## src/rtl/uart_tx_arbiter.sv

```systemverilog
// Round-robin arbiter sharing one uart_tx byte channel among NREQ requesters.
// A grant is held for a whole message, up to MAX_BURST bytes, or until the owner idles out.
module uart_tx_arbiter #(
  parameter int NREQ      = 4,
  parameter int MAX_BURST = 16,
  parameter int TIMEOUT   = 64
) (
  input  logic              clk,
  input  logic              rst,
  input  logic [NREQ-1:0]   req_valid,
  input  logic [NREQ-1:0]   req_last,
  input  logic [NREQ*8-1:0] req_data,
  output logic [NREQ-1:0]   req_ready,
  output logic              tx_valid,
  output logic [7:0]        tx_data,
  input  logic              tx_ready,
  output logic [NREQ-1:0]   grant,
  output logic              busy
);

  localparam int PW = $clog2(NREQ);
  localparam logic [PW:0] NR = (PW+1)'(NREQ);
  localparam logic [0:0] IDLE  = 1'b0;
  localparam logic [0:0] GRANT = 1'b1;

  logic [0:0]    state;
  logic [PW-1:0] ptr;
  logic [PW-1:0] gidx;
  logic [PW-1:0] win;
  logic [PW-1:0] nptr;
  logic [PW:0]   s;
  logic          found;
  logic [7:0]    buf_data;
  logic          buf_last;
  logic          buf_full;
  logic [7:0]    burst_cnt;
  logic [7:0]    to_cnt;
  logic          g_valid;
  logic          g_last;
  logic [7:0]    g_data;
  logic          up;
  logic          dn;
  logic          rel_dn;
  logic          rel_to;

  // Scan from ptr upward, wrapping, for the first valid requester.
  always_comb begin
    win   = ptr;
    found = 1'b0;
    s     = '0;
    for (int k = 0; k < NREQ; k++) begin
      s = {1'b0, ptr} + (PW+1)'(k);
      if (s >= NR) s = s - NR;
      if (!found && req_valid[s[PW-1:0]]) begin
        found = 1'b1;
        win   = s[PW-1:0];
      end
    end
  end

  always_comb begin
    g_valid = req_valid[gidx];
    g_last  = req_last[gidx];
    g_data  = req_data[{gidx, 3'b000} +: 8];
    up      = (state == GRANT) && !buf_full && g_valid;
    dn      = buf_full && tx_ready;
    rel_dn  = dn && (buf_last || burst_cnt == 8'(MAX_BURST));
    rel_to  = (state == GRANT) && !buf_full && !g_valid
              && to_cnt == 8'(TIMEOUT - 1);
    nptr    = (gidx == PW'(NREQ - 1)) ? '0 : gidx + PW'(1);
  end

  assign req_ready = (state == GRANT && !buf_full) ? grant : '0;
  assign tx_valid  = buf_full;
  assign tx_data   = buf_data;
  assign busy      = (state != IDLE);

  always_ff @(posedge clk) begin
    if (!rst) begin
      state     <= IDLE;
      ptr       <= '0;
      gidx      <= '0;
      grant     <= '0;
      buf_data  <= 8'h00;
      buf_last  <= 1'b0;
      buf_full  <= 1'b0;
      burst_cnt <= 8'd0;
      to_cnt    <= 8'd0;
    end else begin
      case (state)
        IDLE: begin
          if (found) begin
            state     <= GRANT;
            gidx      <= win;
            grant     <= {{(NREQ-1){1'b0}}, 1'b1} << win;
            burst_cnt <= 8'd0;
            to_cnt    <= 8'd0;
          end
        end
        GRANT: begin
          if (up) begin
            buf_data  <= g_data;
            buf_last  <= g_last;
            buf_full  <= 1'b1;
            burst_cnt <= burst_cnt + 8'd1;
            to_cnt    <= 8'd0;
          end else if (g_valid) begin
            to_cnt <= 8'd0;
          end else if (!buf_full) begin
            to_cnt <= to_cnt + 8'd1;
          end
          if (dn) buf_full <= 1'b0;
          if (rel_dn || rel_to) begin
            state <= IDLE;
            grant <= '0;
            ptr   <= nptr;
          end
        end
        default: state <= IDLE;
      endcase
    end
  end

endmodule

```

## config.mk

```make
export PLATFORM = sky130hd
export DESIGN_NAME = uart_tx_arbiter
export DESIGN_NICKNAME = d
export VERILOG_FILES = /design/src/rtl/uart_tx_arbiter.sv
export SDC_FILE = /design/constraint.sdc
export NUM_CORES = 1
export LEC_CHECK = 0
export ABC_AREA = 1
export CORE_MARGIN = 5
export CORE_UTILIZATION = 50
export CTS_CLUSTER_DIAMETER = 80
export DETAILED_ROUTE_END_ITERATION = 8
export DONT_BUFFER_PORTS = 1
export GPL_TIMING_DRIVEN = 0
export PLACE_DENSITY = 0.7
export SETUP_SLACK_MARGIN = 0.15
export SLEW_MARGIN = 20
export SYNTH_ARGS = -nofsm -noshare
export SYNTH_HDL_FRONTEND = slang
export SYNTH_SLANG_ARGS = --single-unit
```

## constraint.sdc

```tcl
create_clock -name clk -period 3.16 [get_ports clk]
set_clock_uncertainty 0.15 [all_clocks]
set_input_delay 0.316 -clock clk [delete_from_list [all_inputs] [get_ports clk]]
set_output_delay 0.316 -clock clk [all_outputs]
set_load 0.01 [all_outputs]
```

## After elaboration in Yosys (flattened, before gate mapping)

Cells that the tools add are included.

- Equal/unequal tests: 7
- $lt $le $gt $ge: 9
- Reduce and logical (&&, ||, !) cells: 24
- Bitwise operators: 1
- Add/sub/neg operators: 10
- Shift operators: 2
- Multiplexer cells: 41

Operators with widths:

| cell | count |
|---|---|
| two-way mux 8 bit | 5 |
| case mux 8 bit (2 select lines) | 2 |
| variable part select 32 x 6 -> 8 bit | 1 |
| two-way mux 2 bit | 9 |
| adder 8 x 1 -> 8 bit, second input constant | 2 |
| < comparator 2 x 3 -> 1 bit, second input constant | 5 |
| two-way mux 1 bit | 14 |
| AND reduction 2 bit | 7 |
| binary-select mux 1 bit (select 2 bit) | 6 |
| two-way mux 4 bit | 3 |
| >= comparator 3 bit, second input constant | 3 |
| logical AND 1 bit | 9 |
| equality test 8 x 5 -> 1 bit, second input constant | 1 |
| equality test 8 x 6 -> 1 bit, second input constant | 1 |
| case mux 4 bit (2 select lines) | 1 |
| subtractor 2 x 1 -> 2 bit, second input constant | 4 |
| adder 2 x 2 -> 3 bit, second input constant | 2 |
| zero test 1 bit | 5 |
| inequality test 2 x 1 -> 1 bit, second input constant | 2 |
| inequality test 4 x 2 -> 1 bit, second input constant | 1 |
| << shifter 1 x 2 -> 4 bit, first input constant | 1 |
| adder 2 x 1 -> 3 bit, second input constant | 1 |
| >= comparator 2 x 3 -> 1 bit, second input constant | 1 |
| adder 2 x 1 -> 2 bit, second input constant | 1 |
| other kinds (6) | 7 |

- Logic and storage cells: 103
- Output and inout port bits: 18
- Input port bits: 43
- Register bits after elaboration: 35

## Logic depth before layout (Yosys ltp)

- Depth after elaboration: 17
- Depth in mapped cells: 14
- Mapped depth without buffers: 13

## Least setup slack after synthesis

Ideal clock, no wire load.

- Kind: reg-to-reg
- Start: reg ptr[1]
- End: reg burst_cnt[6]
- Arrival time: 1476 ps
- Setup time: 115 ps
- Slack: 1419 ps
- Path buffers: 1
- Stages on the path, launching flop included: 13
- Period minus slack after synthesis: 1741 ps
- Data required time: 2895 ps
- Cells stage by stage: dfxtp_1 buf_4 inv_4 nand2_1 nand2_2 nand2_2 nand2_4 nor2_4 nand2_2 o21ai_4 nand2_4 a21oi_1 nor2_1

- Word-level cells in the longest chain between the ends: 16
- Elaborated cells between the ends (all ways): 35
- Those cells by class: add/sub: 7; order compare: 4; eq/ne: 1; mux: 16; reduce/logical: 7

RTL lines:

| what | line | source |
|---|---|---|
| start: declaration | 27 | `logic [PW-1:0] ptr;` |
| start signal: assignment | 116 | `ptr <= nptr;` |
| parallel branches: the longest is 13 deep, another holds adder 2 x 1 -> 3 bit | - |  |
| two-way mux 1 bit * | 54 | `if (!found && req_valid[s[PW-1:0]]) begin` |
| inequality test 2 bit (no line) * | - |  |
| AND reduction 2 bit (no line) * | - |  |
| end signal: assignment | 105 | `burst_cnt <= burst_cnt + 8'd1;` |
| end: declaration | 36 | `logic [7:0] burst_cnt;` |

Mark *: on every way between the ends. The select of a mux whose other input is x is not followed.
A chain may end at the register's enable or synchronous reset.

## Final worst setup path

- Start: reg state (netlist: busy)
- End: reg buf_data[2] (netlist: tx_data[2])

- Word-level cells in the longest chain between the ends: 3

RTL lines:

| what | line | source |
|---|---|---|
| start: declaration | 26 | `logic [0:0] state;` |
| start signal: assignment | 80 | `state <= IDLE;` |
| start signal: assignment | 93 | `state <= GRANT;` |
| start signal: assignment | 114 | `state <= IDLE;` |
| logical AND 1 bit (2 in a row) | 65 | `up = (state == GRANT) && !buf_full && g_valid;` |
| AND reduction 2 bit (no line) * | - |  |
| end signal: assignment | 102 | `buf_data <= g_data;` |
| end: declaration | 33 | `logic [7:0] buf_data;` |

Mark *: on every way between the ends. The rest lies on a longest branch, timed or not.

==> summary.md <==
| Metric | Value |
|---|---|
| Run status | `finished, final reports clean` |
| DIE AREA | `6160 µm²` |
| Largest cells by area after synthesis | `dfxtp_1 30%, nand2_1 15%, nor2_1 10%, o21ai_0 8.1%, nand3_1 6.0%` |
| Count of mapped cells out of synthesis | `380` |
| Placement Rows | `25` |
| Standard cell core area | `4630 µm²` |
| Path type of the worst setup path | `register to register` |
| GP Congestion | `0.840` |
| Maximum achievable frequency | `0.454 GHz` |
| Unrepaired setup endpoints after global routing | `no` |
| Initial core utilization | `0.506` |
| Post-CTS resize count | `0` |
| Via density per instance | `5.44` |
| Multiplexer fraction of the synthesized cell area | `0` |
| Post-synthesis instance area | `2340 µm²` |
| Post-Syn Nets | `427` |
| Number of pins exceeding their max-slew limit in the final report | `0` |
| CTS buffer count | `5` |
| Die W | `78.5 µm` |
| Relative contribution of combinational cells to total power | `0.192` |
| Peak ir drop on the vdd network | `295 µV` |
| Number of search-and-repair iterations in the first detailed-routing pass | `4` |
| Power density over the cells | `427 nW/µm²` |
| Top cells by instance count after synthesis | `96 x nand2_1, 63 x nor2_1, 38 x o21ai_0, 35 x dfxtp_1, 29 x inv_1` |
| Cell with the most instances after synthesis | `nand2_1` |
| Actual slew at the worst max-slew pin | `0.575 ns` |
| Arrival time at the worst endpoint | `2.23 ns` |
| Number of register bits inferred by synthesis | `35` |
| Total area of multi-input combinational cells | `1450 µm²` |
| Half-perimeter wire length of the detailed placement result | `4.49 mm` |
| Pin count of the biggest net entering global routing | `11` |
| Final setup violation count | `0` |
| # Max-Cap Violations | `0` |
| Total routing usage reported by global routing | `0.210` |
| Area share of the largest cell type after synthesis | `0.299` |
| Fill cell total of the finished layout | `479` |
| Share of the synthesized area in compound gates (AO/OA/AOI/OAI) | `0.179` |
| Switching power share of the total | `0.318` |
| Post-route insts no fill | `442` |
| Post-route fraction of the period consumed by the critical path | `0.698` |
| Vias | `2405` |
| Final nets | `434` |
| Register share of total power | `0.466` |
| Area share of xor/xnor cells in the synthesized design | `0.0149` |
| Maximum clock insertion buffer count | `2` |
| Setup fix buffers added after clock tree synthesis | `0` |
| CTS sink cnt | `35` |
| Clock slew at reported path FFs | `0.08 ns` |
| Worst slew margin relative to its limit | `0.617` |
| Wire length of the first global-routing pass | `10.6 mm` |
| CTS Hold Bufs | `0` |
| Clock tree from TritonCTS | `yes` |
| Synthesized area per cell | `6.17 µm²` |
| I/O pin count | `61` |
| Number of cells on the worst hold path | `2` |
| Classification of the worst-slack hold path | `input port to register` |
| Largest family of logic cells by synthesized area | `simple AND/OR/NAND/NOR gates` |
| Peak fanout along the critical path | `10` |
| Routed len/inst | `13.5 µm` |
| Simple logic cell fraction of the synthesized area | `0.404` |
| NetSw | `340 µW` |
| Number of global-route vias before repair | `2376` |
| Required time worst endpoint | `3.19 ns` |
| Count of placed standard cells including taps | `434` |
| Count of antenna diodes in the layout | `0` |
| Crit path launch type | `register` |
| Synth Warn # | `0` |
| R2R cell count | `8` |
| Clock period minus final worst setup slack | `2.20 ns` |
| Static leakage | `0.00104 µW` |
| Post-route setup TNS | `0 ns` |
| Fraction of final layout cells with drive strength greater than 1 | `0.0902` |
| Most instantiated flip-flop cell in the synthesis netlist | `dfxtp_1` |
| Number of nets with antenna violations after detailed routing | `0` |
| Internal portion of total power | `731 µW` |
| Count of final hold-check violations | `0` |
| Count of cell types in the netlist | `32` |
| Layout Area Growth over Synthesis | `7.15%` |
| H-tree Lvls | `2` |
| Antenna violations before repair | `0` |
| Total area of sequential cells | `701 µm²` |
| Largest area contributor in the synthesized netlist | `dfxtp_1` |
| Share of flip-flops with an asynchronous set or reset | `0` |
| Adder-cell share of the synthesized area | `0.0214` |
| Final Routed Wirelength | `5.97 mm` |
| Count of input and output buffers | `0` |
| Final global-route overflow total | `0` |
| Total DRC errors in the routed layout | `0` |
| Sequential element share of the synthesized area | `0.299` |
| Root Buffer | `clkbuf_8` |
| Number of synthesized flops with an enable pin | `0` |
| Category of the worst setup path capture point | `register` |
| DIE HEIGHT | `78.5 µm` |
| Part of the power in the clock network | `0.342` |
| Drt first-iter violations | `98` |
| Clk Latency, worst-skew pair | `0.28 ns` |
## cell usage in the layout, fill, tap and decap left out, drive strengths merged
master / Yosys / routed
nand2: 107 / 107
nor2: 67 / 67
o21ai: 39 / 39
dfxtp: 35 / 35
inv: 31 / 31
nand3: 29 / 29
a21oi: 27 / 27
clkbuf: 8 / 16
o22ai: 9 / 9
nor4: 4 / 4
nand4: 4 / 4
ha: 4 / 4
buf: 4 / 4
nor3: 3 / 3
xor2: 3 / 3
a21boi: 1 / 1
xnor2: 1 / 1
nor3b: 1 / 1
clkinv: 1 / 1
and3: 1 / 1
or2: 1 / 1
## power by group through the flow
stage	clock network [µW]	registers [µW]	logic (µW)
2_1_floorplan	0	502	162
3_3_place_gp	0	509	201
3_5_place_dp	0	509	206
4_1_cts	373	499	206
5_1_grt	391	504	236
6_report	367	499	206
## cell type report
class,count,share of cell area
sequential,35,0.279
buffer,12,0.0254
clock buffer,8,0.0399
inverter,32,0.0508
tap,54,0.0269
multi-input combinational,301,0.578
## stage by stage
step | total power, µW | setup WS, ns | instance area [µm²] | util | hold WS [ns]
floorplan | 664 | 1.42 | 2340 | - | 0.273
global placement | 710 | 1.06 | 2410 | 0.521 | 0.305
detailed placement | 714 | 1.01 | 2410 | 0.521 | 0.311
CTS | 1080 | 1.00 | 2510 | 0.542 | 0.00599
global route | 1130 | 0.829 | 2510 | 0.542 | 0.00387
finish | 1070 | 0.955 | 2510 | 0.542 | 0.00999
## state kept, by name, indices dropped and copies added (netlist names)
name,cells
tx_data,8
tx_valid,1
to_cnt,8
buf_last,1
gidx,2
busy,1
grant,4
ptr,2
burst_cnt,8
## worst max-delay path: stages (launching register included)
cell and delay, ns:
dfxtp_1 0.54, inv_1 0.23, nor2_1 0.13, inv_1 0.11, nor2_1 0.26, inv_1 0.15, buf_1 0.26, nor2_1 0.19
nor2_1 0.06
## routing by layer
metal / vias up / track usage / routed length, µm
met5: - / 0 / 0
met4: 0 / 0.0559 / 89
met3: 8 / 0.0505 / 303
met2: 56 / 0.366 / 2830
met1: 1083 / 0.256 / 2750
li1: 1258 / - / -
## logic make-up after synthesis
group / after synthesis
buf+inv: 44
xor+xnor: 4
compound gates: 76
flops: 35
fa+ha+maj: 4
simple gates: 217
## path summary, 6_finish.rpt
| path | from | end | slack [ns] |
|---|---|---|---|
| setup / recovery | busy$_SDFF_PN0_ | tx_data[2]$_SDFFE_PN0P_ | 0.96 |
| hold / removal | rst | ptr[1]$_SDFFE_PN0P_ | 0.01 |
| setup reg to reg | busy$_SDFF_PN0_ | tx_data[2]$_SDFFE_PN0P_ | 0.96 |
| hold reg to reg | buf_last$_SDFFE_PN0P_ | buf_last$_SDFFE_PN0P_ | 0.33 |
No activity file was read; power rests on OpenSTA's default activity.
